<file path="config.mk">
export PLATFORM = sky130hd
export DESIGN_NAME = axis_usb_tx_arbiter
export DESIGN_NICKNAME = d
export VERILOG_FILES = /design/src/rtl/axis_usb_tx_arbiter_pkg.sv /design/src/rtl/axis_usb_tx_arbiter_rr_pick.sv /design/src/rtl/axis_usb_tx_arbiter.sv
export SDC_FILE = /design/constraint.sdc
export NUM_CORES = 1
export LEC_CHECK = 0
export ABC_CLOCK_PERIOD_IN_PS = 2210
export CELL_PAD_IN_SITES_DETAIL_PLACEMENT = 0
export CELL_PAD_IN_SITES_GLOBAL_PLACEMENT = 1
export CORE_ASPECT_RATIO = 0.75
export CORE_MARGIN = 3
export CORE_UTILIZATION = 22
export DETAILED_ROUTE_END_ITERATION = 16
export GPL_TIMING_DRIVEN = 0
export MAX_ROUTING_LAYER = met4
export PLACE_DENSITY = 0.76
export SETUP_SLACK_MARGIN = 0.2
export SYNTH_ARGS = -nofsm -noshare
export SYNTH_HDL_FRONTEND = slang
export SYNTH_SLANG_ARGS = --single-unit
export TNS_END_PERCENT = 100
</file>
<file path="constraint.sdc">
create_clock -name aclk -period 2.21 [get_ports aclk]
set_input_delay 0.3315 -clock aclk [delete_from_list [all_inputs] [get_ports aclk]]
set_output_delay 0.3315 -clock aclk [all_outputs]
set_load 0.005 [all_outputs]
</file>
<file path="src/rtl/axis_usb_tx_arbiter_pkg.sv">
// Shared definitions for the USB TX stream arbiter: FSM states and framing words.
package axis_usb_tx_arbiter_pkg;

  typedef enum logic [1:0] {
    ST_IDLE,
    ST_HEADER,
    ST_DATA,
    ST_TRAILER
  } state_t;

  localparam logic [15:0] HDR_MAGIC = 16'hA55A;
  localparam logic [15:0] TRL_MAGIC = 16'h5AA5;

  function automatic logic [31:0] hdr_word(input logic [2:0] port);
    return {HDR_MAGIC, 13'd0, port};
  endfunction

  function automatic logic [31:0] trl_word(input logic [15:0] words);
    return {TRL_MAGIC, words};
  endfunction

endpackage

</file>
<file path="src/rtl/axis_usb_tx_arbiter_rr_pick.sv">
// Combinational round-robin first-set finder: lowest set req bit at or above ptr, wrapping.
module rr_priority_pick #(
  parameter int unsigned N = 4
) (
  input  logic [N-1:0] req,
  input  logic [2:0]   ptr,
  output logic [2:0]   idx,
  output logic         found
);

  logic [N-1:0] rot;
  logic [3:0]   sum;

  // Rotate so bit 0 is the pointer position; scan downward so the nearest hit wins.
  always_comb begin
    rot   = N'({req, req} >> ptr);
    sum   = '0;
    idx   = '0;
    found = |req;
    for (int unsigned i = N; i > 0; i--) begin
      if (rot[i-1]) begin
        sum = 4'(ptr) + 4'(i - 1);
        if (sum >= 4'(N)) begin
          sum = sum - 4'(N);
        end
        idx = sum[2:0];
      end
    end
  end

endmodule

</file>
<file path="src/rtl/axis_usb_tx_arbiter.sv">
// Packet-level round-robin arbiter framing NUM_PORTS AXI4-Stream sources onto one USB TX stream.
module axis_usb_tx_arbiter
  import axis_usb_tx_arbiter_pkg::*;
#(
  parameter int unsigned NUM_PORTS = 4,
  parameter int unsigned BURST_LEN = 256
) (
  input  logic                    aclk,
  input  logic                    areset,
  input  logic [NUM_PORTS-1:0]    port_mask,
  input  logic [NUM_PORTS*32-1:0] s_axis_tdata,
  input  logic [NUM_PORTS-1:0]    s_axis_tvalid,
  input  logic [NUM_PORTS-1:0]    s_axis_tlast,
  output logic [NUM_PORTS-1:0]    s_axis_tready,
  output logic [31:0]             m_axis_tdata,
  output logic                    m_axis_tvalid,
  input  logic                    m_axis_tready,
  output logic                    busy,
  output logic [2:0]              grant
);

  state_t         state, state_next;
  logic [2:0]     rr_ptr;
  logic [15:0]    count;
  logic [NUM_PORTS-1:0] req;
  logic [2:0]     pick_idx;
  logic           pick_found;
  logic [31:0]    sel_data;
  logic           sel_valid;
  logic           sel_last;
  logic           beat;
  logic           last_beat;

  assign req = s_axis_tvalid & port_mask;

  rr_priority_pick #(
    .N(NUM_PORTS)
  ) u_pick (
    .req  (req),
    .ptr  (rr_ptr),
    .idx  (pick_idx),
    .found(pick_found)
  );

  always_comb begin
    sel_data  = '0;
    sel_valid = 1'b0;
    sel_last  = 1'b0;
    for (int unsigned i = 0; i < NUM_PORTS; i++) begin
      if (grant == 3'(i)) begin
        sel_data  = s_axis_tdata[32*i +: 32];
        sel_valid = s_axis_tvalid[i];
        sel_last  = s_axis_tlast[i];
      end
    end
  end

  // Tlast and burst-limit on the same beat both land here, so only one trailer results.
  assign beat      = (state == ST_DATA) && sel_valid && m_axis_tready;
  assign last_beat = beat && (sel_last || (count == 16'(BURST_LEN - 1)));
  assign busy      = (state != ST_IDLE);

  always_comb begin
    state_next    = state;
    m_axis_tdata  = '0;
    m_axis_tvalid = 1'b0;
    s_axis_tready = '0;
    case (state)
      ST_IDLE: begin
        if (pick_found) state_next = ST_HEADER;
      end
      ST_HEADER: begin
        m_axis_tdata  = hdr_word(grant);
        m_axis_tvalid = 1'b1;
        if (m_axis_tready) state_next = ST_DATA;
      end
      ST_DATA: begin
        m_axis_tdata  = sel_data;
        m_axis_tvalid = sel_valid;
        for (int unsigned i = 0; i < NUM_PORTS; i++) begin
          if (grant == 3'(i)) s_axis_tready[i] = m_axis_tready;
        end
        if (last_beat) state_next = ST_TRAILER;
      end
      ST_TRAILER: begin
        m_axis_tdata  = trl_word(count);
        m_axis_tvalid = 1'b1;
        if (m_axis_tready) state_next = ST_IDLE;
      end
      default: state_next = ST_IDLE;
    endcase
  end

  always_ff @(posedge aclk or posedge areset) begin
    if (areset) begin
      state  <= ST_IDLE;
      rr_ptr <= '0;
      count  <= '0;
      grant  <= '0;
    end else begin
      state <= state_next;
      case (state)
        ST_IDLE: begin
          if (pick_found) grant <= pick_idx;
        end
        ST_HEADER: begin
          if (m_axis_tready) count <= '0;
        end
        ST_DATA: begin
          if (beat) count <= count + 16'd1;
        end
        ST_TRAILER: begin
          if (m_axis_tready) rr_ptr <= (grant == 3'(NUM_PORTS - 1)) ? '0 : grant + 3'd1;
        end
        default: ;
      endcase
    end
  end

endmodule

</file>
==> results of run 1 <==
[flip-flops by register name (all words and copies together) (netlist names)]
| register | count |
|---|---|
| rr_ptr | 3 |
| state | 2 |
| grant | 3 |
| count | 16 |
[layout make-up]
| type | count | area (µm²) | share of cell area, % |
|---|---|---|---|
| multi-input cells | 387 | 2826 | 41.66 |
| repair buffers | 251 | 2436 | 35.91 |
| flip-flops and latches | 24 | 605.6 | 8.927 |
| plain buffers | 40 | 558.0 | 8.226 |
| well taps | 171 | 214.0 | 3.154 |
| clock buffers | 3 | 75.07 | 1.107 |
| inverters | 9 | 38.79 | 0.5717 |
| clock inverters | 1 | 30.03 | 0.4426 |
[cells in the mapped netlist, types with 2 or more instances]
| master | number |
|---|---|
| nor4_1 | 2 |
| buf_1 | 7 |
| a22oi_1 | 17 |
| nand3b_1 | 2 |
| nand4_1 | 4 |
| o31ai_1 | 4 |
| or4_1 | 7 |
| o21ai_0 | 46 |
| buf_2 | 3 |
| nand2b_1 | 33 |
| nand3_1 | 9 |
| clkbuf_1 | 28 |
| nor2b_1 | 6 |
| nor2_1 | 14 |
| nor3_1 | 3 |
| ha_1 | 10 |
| o22ai_1 | 3 |
| inv_1 | 9 |
| buf_6 | 2 |
| a22o_1 | 2 |
| o211ai_1 | 33 |
| a221oi_1 | 2 |
| nand2_1 | 99 |
| a21oi_1 | 44 |
| or3_1 | 8 |
| a222oi_1 | 3 |
| a31oi_1 | 11 |
| and2_1 | 4 |
| o21ai_1 | 2 |
| dfrtp_1 | 24 |
| and3_1 | 5 |
[timing repair]
item,CTS,global route
endpoints found under the setup margin,59,56
gates resized for setup,319,160
pin swaps,69,100
setup buffers,35,18
gates cloned,6,10
[layout by cell type, fill, tap and decap left out, types with 5 or more instances in the layout]
master	n
a21oi_1	29
a21oi_2	15
a22oi_1	5
a22oi_2	12
a31oi_1	9
buf_12	5
buf_2	34
buf_4	35
buf_6	25
buf_8	16
clkbuf_16	13
clkbuf_2	6
clkbuf_8	9
clkdlybuf4s50_1	144
dfrtp_1	20
ha_4	6
inv_1	5
nand2_1	72
nand2_2	15
nand2_4	12
nand2b_1	32
nand3_1	8
nor2_1	11
o211ai_1	33
o21ai_0	6
o21ai_1	19
o21ai_2	22
[stage by stage]
| step | utilization [%] | setup TNS [ps] | hold slack, ps | area (µm²) | instances |
|---|---|---|---|---|---|
| final | 51.40 | -4412 | 515.2 | 6784 | 886 |
| after global placement | 38.48 | -32220 | 523.2 | 5079 | 813 |
| after detailed placement | 38.48 | -33050 | 533.1 | 5079 | 813 |
| after floorplan | - | 0 | 346.1 | 3043 | 460 |
| after global routing | 51.40 | -7448 | 529.2 | 6784 | 886 |
| after CTS | 45.40 | -3654 | 485.8 | 5992 | 858 |
[path summary, 6_finish.rpt]
check	start	end	slack, ps	cells after the start
worst max-delay path	state[1]	m_axis_tdata[1]	-250	8
worst min-delay path	count[0]	count[0]	520	1
worst max register to register	grant[0]	count[14]	-110	9
worst min register to register	count[0]	count[0]	520	1
max in group asynchronous	areset	count[0]	920	2
min in group asynchronous	areset	count[14]	610	2
[logic make-up after synthesis]
kind of cell | count (synthesis)
AOI/OAI and AO/OA | 175
adders and majority gates | 10
buffers and inverters | 49
DFF | 24
muxes | 1
and+or+nand+nor | 201
[per-layer routing]
metal	global-route usage [%]	part of all wire (%)
met2	30.97	47
met4	2.351	1.0
met1	28.59	46
met5	-	0
met3	2.842	6.5
[worst max-delay path: cells and delay by family (launching register included)]
| kind | cells | cell delay (ps) |
|---|---|---|
| DFF | 1 | 430 |
| adders and majority gates | 1 | 180 |
| and+or+nand+nor | 2 | 290 |
| AOI/OAI and AO/OA | 2 | 560 |
| buffers and inverters | 3 | 400 |
[power by group through the flow]
stage | Sequential (mW) | Clock (mW) | Combinational [mW]
after floorplan | 0.589 | 0 | 2.15
after global placement | 0.617 | 0 | 4.01
after detailed placement | 0.615 | 0 | 4.04
after CTS | 0.616 | 0.539 | 5.42
after global routing | 0.640 | 0.558 | 7.30
final | 0.631 | 0.542 | 6.88
==> impl_metrics.toml, run 1 <==
[placed_design]
io_buffers = 182
gp_congestion = 0.8898
pre_cts_ws_ps = -950.3
place_hpwl_mm = 11.84

[critical_path]
cp-start-kind = "register"
crit_top_cell = "buf_8"
cp.required_ps = 1880
crit_fanout = 5
path_cells = "ha_4 > nor2b_4 > and2_4 > buf_8 > buf_8 > a222oi_1 > a21oi_1 > buf_2"
cp_slowest_stage_delay_ps = 430
crit_type = "register to primary output"
arrival_ps = 2120
slowest_stage = "dfrtp_2"
crit_path_end_kind = "primary output"

[finish]
diodes = 0
nNetsFinal = 869
final_layout_size_suffix_gt1_share_pct = 38.18
nFillCells = 1191
area_growth_pct = 124.6

[pwr]
irDropWorstVdd_mv = 0.5915
powerDensity_nw_per_um2 = 1187
switchingPower_mw = 3.585
pwr-share-seq_pct = 7.8
p_clk_share_pct = 6.7
p_leak_nw = 2.668
p_int_mw = 4.466
combPwrFrac_pct = 85.4
sw_frac_of_total_pct = 44.53
total_power_mw = 8.051

[clock_tree]
cts_tree = "built"
clk_pin_slew_ps = 70
cts-htree-levels = 1
cts-buffers-inserted = 3
cts.path.max_buffers = 2
clock_sinks = 24
insertion_delay_ps = 270
cts_root_buffer = "clkbuf_16"
hold_buffers = 0

[yosys]
yosysWarnings = 0
syn_area_um2 = 3020
yosysSeqAreaShare_pct = 19.88
ys_top_cells_by_area = "dfrtp_1 (20%), nand2_1 (12%), o211ai_1 (8.2%), o21ai_0 (7.6%), a21oi_1 (7.3%)"
synth_top_area_share_pct = 19.88
syn_nets = 613
synth_compound_area_share_pct = 36.45
synth_seq_cells = 24
synth.area.mux_share_pct = 0.3728
syn_inst = 460
async_flop_share_pct = 100.0
syn_avg_cell_area_um2 = 6.566
yosys.area_share.simple_pct = 32.44
synth_top_family_by_area = "compound AO/OA/AOI/OAI gates"
synth_edf_count = 0
synth-main-ff-cell = "dfrtp_1"
synth_cell_types = 45
synth_adder_area_share_pct = 4.143
synth-xor-area-share_pct = 0
yosysTopAreaCell = "dfrtp_1"

[timing]
hold_viol_final = 0
tightest_slew_ps = 1016
fin_skew_ps = 5.302
grt_setup_unrepaired = "yes"
layout_setup_ws_ps = -245.9
layout_min_cycle_time_ps = 2456
slew_headroom_pct = 32.22
finalCritPeriodShare_pct = 111.1
clock.fmax_ghz = 0.4072
maxSlewViolCount = 0
setup_violations = 45

[floorplanning]
std_cell_rows = 36
die_w_um = 141.3
coreArea_um2 = 13200
io_pins = 184
die_area_um2 = 15190
start_util_pct = 22.89
die_y_um = 107.5

[grt]
first_global_vias = 4462
overflow = 0
antenna_found_initial = 0
track_usage_pct = 19.99
grt_max_degree = 25
grt_pass1_wl_mm = 23.72

[route]
drtPass1Iterations = 5
drcViolationCount = 0
viasPerCell = 5.302
vias = 4698
routedWlPerCell_um = 19.30
ant_nets = 0
drt_wl_total_mm = 17.10
drtIter0Drc = 398

[run]
cap_violations = 0

[status]
run_status = "finished with violations"
violations = "setup timing"

[worst_hold_path]
hold_path.class = "register to register"
Note: power is estimated with default switching activity, not from simulation.
==> run 2, diff against run 1 <==
ABC_CLOCK_PERIOD_IN_PS = unset   (was 2210)
PLACE_DENSITY = 0.73   (was 0.76)
==> impl_metrics.toml, run 2 (same netlist as run 1, synthesis figures left out) <==
[finish]
largest_reg_flops = 16
regMostFlops = "count"
nFillCells = 1226
final_layout_size_suffix_gt1_share_pct = 30.52
fin_area_um2 = 6349
final_cell_mix = "clkdlybuf4s50_1 (144), nand2_1 (78), a21oi_1 (40), buf_2 (34)"
area_growth_pct = 110.2
fin_util_pct = 48.10
mostFrequentLayoutCell = "clkdlybuf4s50_1"
top_regs = "count: 16 flops, grant: 3 flops, rr_ptr: 3 flops"
nNetsFinal = 853
diodes = 0

[placed_design]
pre_cts_ws_ps = -1057
gp_congestion = 0.8934
dpl_cell_area_um2 = 5079
io_buffers = 182
place_hpwl_mm = 11.97

[pwr]
combPwrFrac_pct = 86.0
sw_frac_of_total_pct = 45.68
p_int_mw = 4.007
pwr-share-seq_pct = 8.5
p_leak_nw = 2.483
switchingPower_mw = 3.369
total_power_mw = 7.375
powerDensity_nw_per_um2 = 1162
irDropWorstVdd_mv = 0.5218
p_clk_share_pct = 5.5

[timing]
finalCritPeriodShare_pct = 111.7
layout_min_cycle_time_ps = 2469
tightest_slew_ps = 978.5
fin_skew_ps = 1.494
clock.fmax_ghz = 0.4050
holdWs_ps = 548.0
setup_violations = 48
slew_headroom_pct = 34.69
grt_setup_unrepaired = "yes"
maxSlewViolCount = 0
layout_setup_ws_ps = -259.2
hold_viol_final = 0

[critical_path]
cp_slowest_stage_delay_ps = 500
path_cells = "ha_4 > and2_4 > clkbuf_16 > clkbuf_16 > a222oi_1 > a21oi_1 > buf_2"
crit_path_end_kind = "primary output"
r2r_end = "count[5]"
cp-start-kind = "register"
r2r_cells = 10
regToRegStartpoint = "grant[1]"
slowest_stage = "dfrtp_2"
ff2ff_setup_slack_ps = -150
cp.required_ps = 1880
crit_top_cell = "clkbuf_16"
arrival_ps = 2140
crit_type = "register to primary output"
crit_fanout = 9

[grt]
track_usage_pct = 20.90
first_global_vias = 4384
overflow = 0
antenna_found_initial = 0
grt_max_degree = 25
grt_pass1_wl_mm = 24.35

[clock_tree]
cts.path.max_buffers = 2
cts-buffers-inserted = 3
cts-htree-levels = 1
clk_pin_slew_ps = 60
insertion_delay_ps = 260
hold_buffers = 0
cts_root_buffer = "clkbuf_16"
clock_sinks = 24
cts_tree = "built"

[floorplanning]
coreArea_um2 = 13200
io_pins = 184
start_util_pct = 22.89
die_w_um = 141.3
die_y_um = 107.5
std_cell_rows = 36
die_area_um2 = 15190

[run]
cap_violations = 0

[route]
ant_nets = 0
viasPerCell = 5.276
vias = 4585
drtIter0Drc = 630
drcViolationCount = 0
drt_wl_total_mm = 16.80
routedWlPerCell_um = 19.33
drtPass1Iterations = 5

[status]
run_status = "finished with violations"
violations = "setup timing"

[worst_hold_path]
holdPathEnd = "count[0]"
hold_path.class = "register to register"
min_from = "count[0]"
holdPathStages = 1
## run 2: cell count changes in the layout (fill, tap and decap cells not counted), sizes merged
cell	previous run	this run
buf	117	95
bufinv	1	0
clkbuf	32	35
dlygate4sd2	1	3
dlymetal6s2s	0	1
## run 2: critical path: cells and delay by family, from the launching register on
family	cells	cell delay (ps)
buffers and inverters	3	470
AO/OA/AOI/OAI	2	500
flip-flops	1	500
AND/OR/NAND/NOR	1	170
adder cells (fa/ha/maj)	1	230
## run 2: repair_timing
action	in CTS	in global routing
pin swaps	36	50
gates cloned	10	3
endpoints found under the setup margin	59	58
endpoints found under the hold margin	0	0
gates resized for setup	304	83
setup buffers	26	14
## run 2: metal layers
layer,vias up,global-route usage (%),share of wire (%)
met5,-,-,0
met4,0,3.043,1.1
met3,24,3.686,8.1
met2,258,31.75,45
met1,2149,29.73,46
li1,2154,-,-
## run 2: area by class of cell
cell class / instances / area [µm²] / share of cell area, %
inverter: 9 / 38.79 / 0.6110
tap: 171 / 214.0 / 3.370
buffer: 40 / 569.3 / 8.967
clock buffer: 3 / 75.07 / 1.182
sequential: 24 / 604.3 / 9.519
timing repair buffer: 235 / 2235 / 35.20
multi-input combinational: 387 / 2613 / 41.15
## run 2: worst max path at each step
stage,slack (ps),startpoint,cells past startpoint,to
2_1_floorplan,190,state[0],8,m_axis_tdata[1]
3_3_place_gp,-970,grant[0],7,m_axis_tdata[0]
3_5_place_dp,-1060,grant[0],7,m_axis_tdata[31]
4_1_cts,-220,state[1],8,m_axis_tdata[1]
5_1_grt,-300,grant[0],7,m_axis_tdata[1]
6_report,-260,grant[0],7,m_axis_tdata[1]
## run 2: power groups by stage
stage	clock network, mW	logic [mW]	registers, mW
final	0.403	6.34	0.630
after global routing	0.428	6.77	0.639
after CTS	0.411	5.47	0.617
after detailed placement	0	4.08	0.617
after global placement	0	4.05	0.615
after floorplan	0	2.15	0.589
## run 2: per-stage QoR
stage / std cells / TNS, ps
floorplan: 460 / 0
global placement: 813 / -31740
detailed placement: 813 / -34430
CTS: 852 / -2709
global route: 869 / -8394
finish: 869 / -4970
==> run 3, diff against run 2 <==
CTS_CLUSTER_DIAMETER = 30   (was unset)
CTS_CLUSTER_SIZE = 28   (was unset)
==> results of run 3 <==
No change in the layout: final DEF, timing and power equal those of run 2.
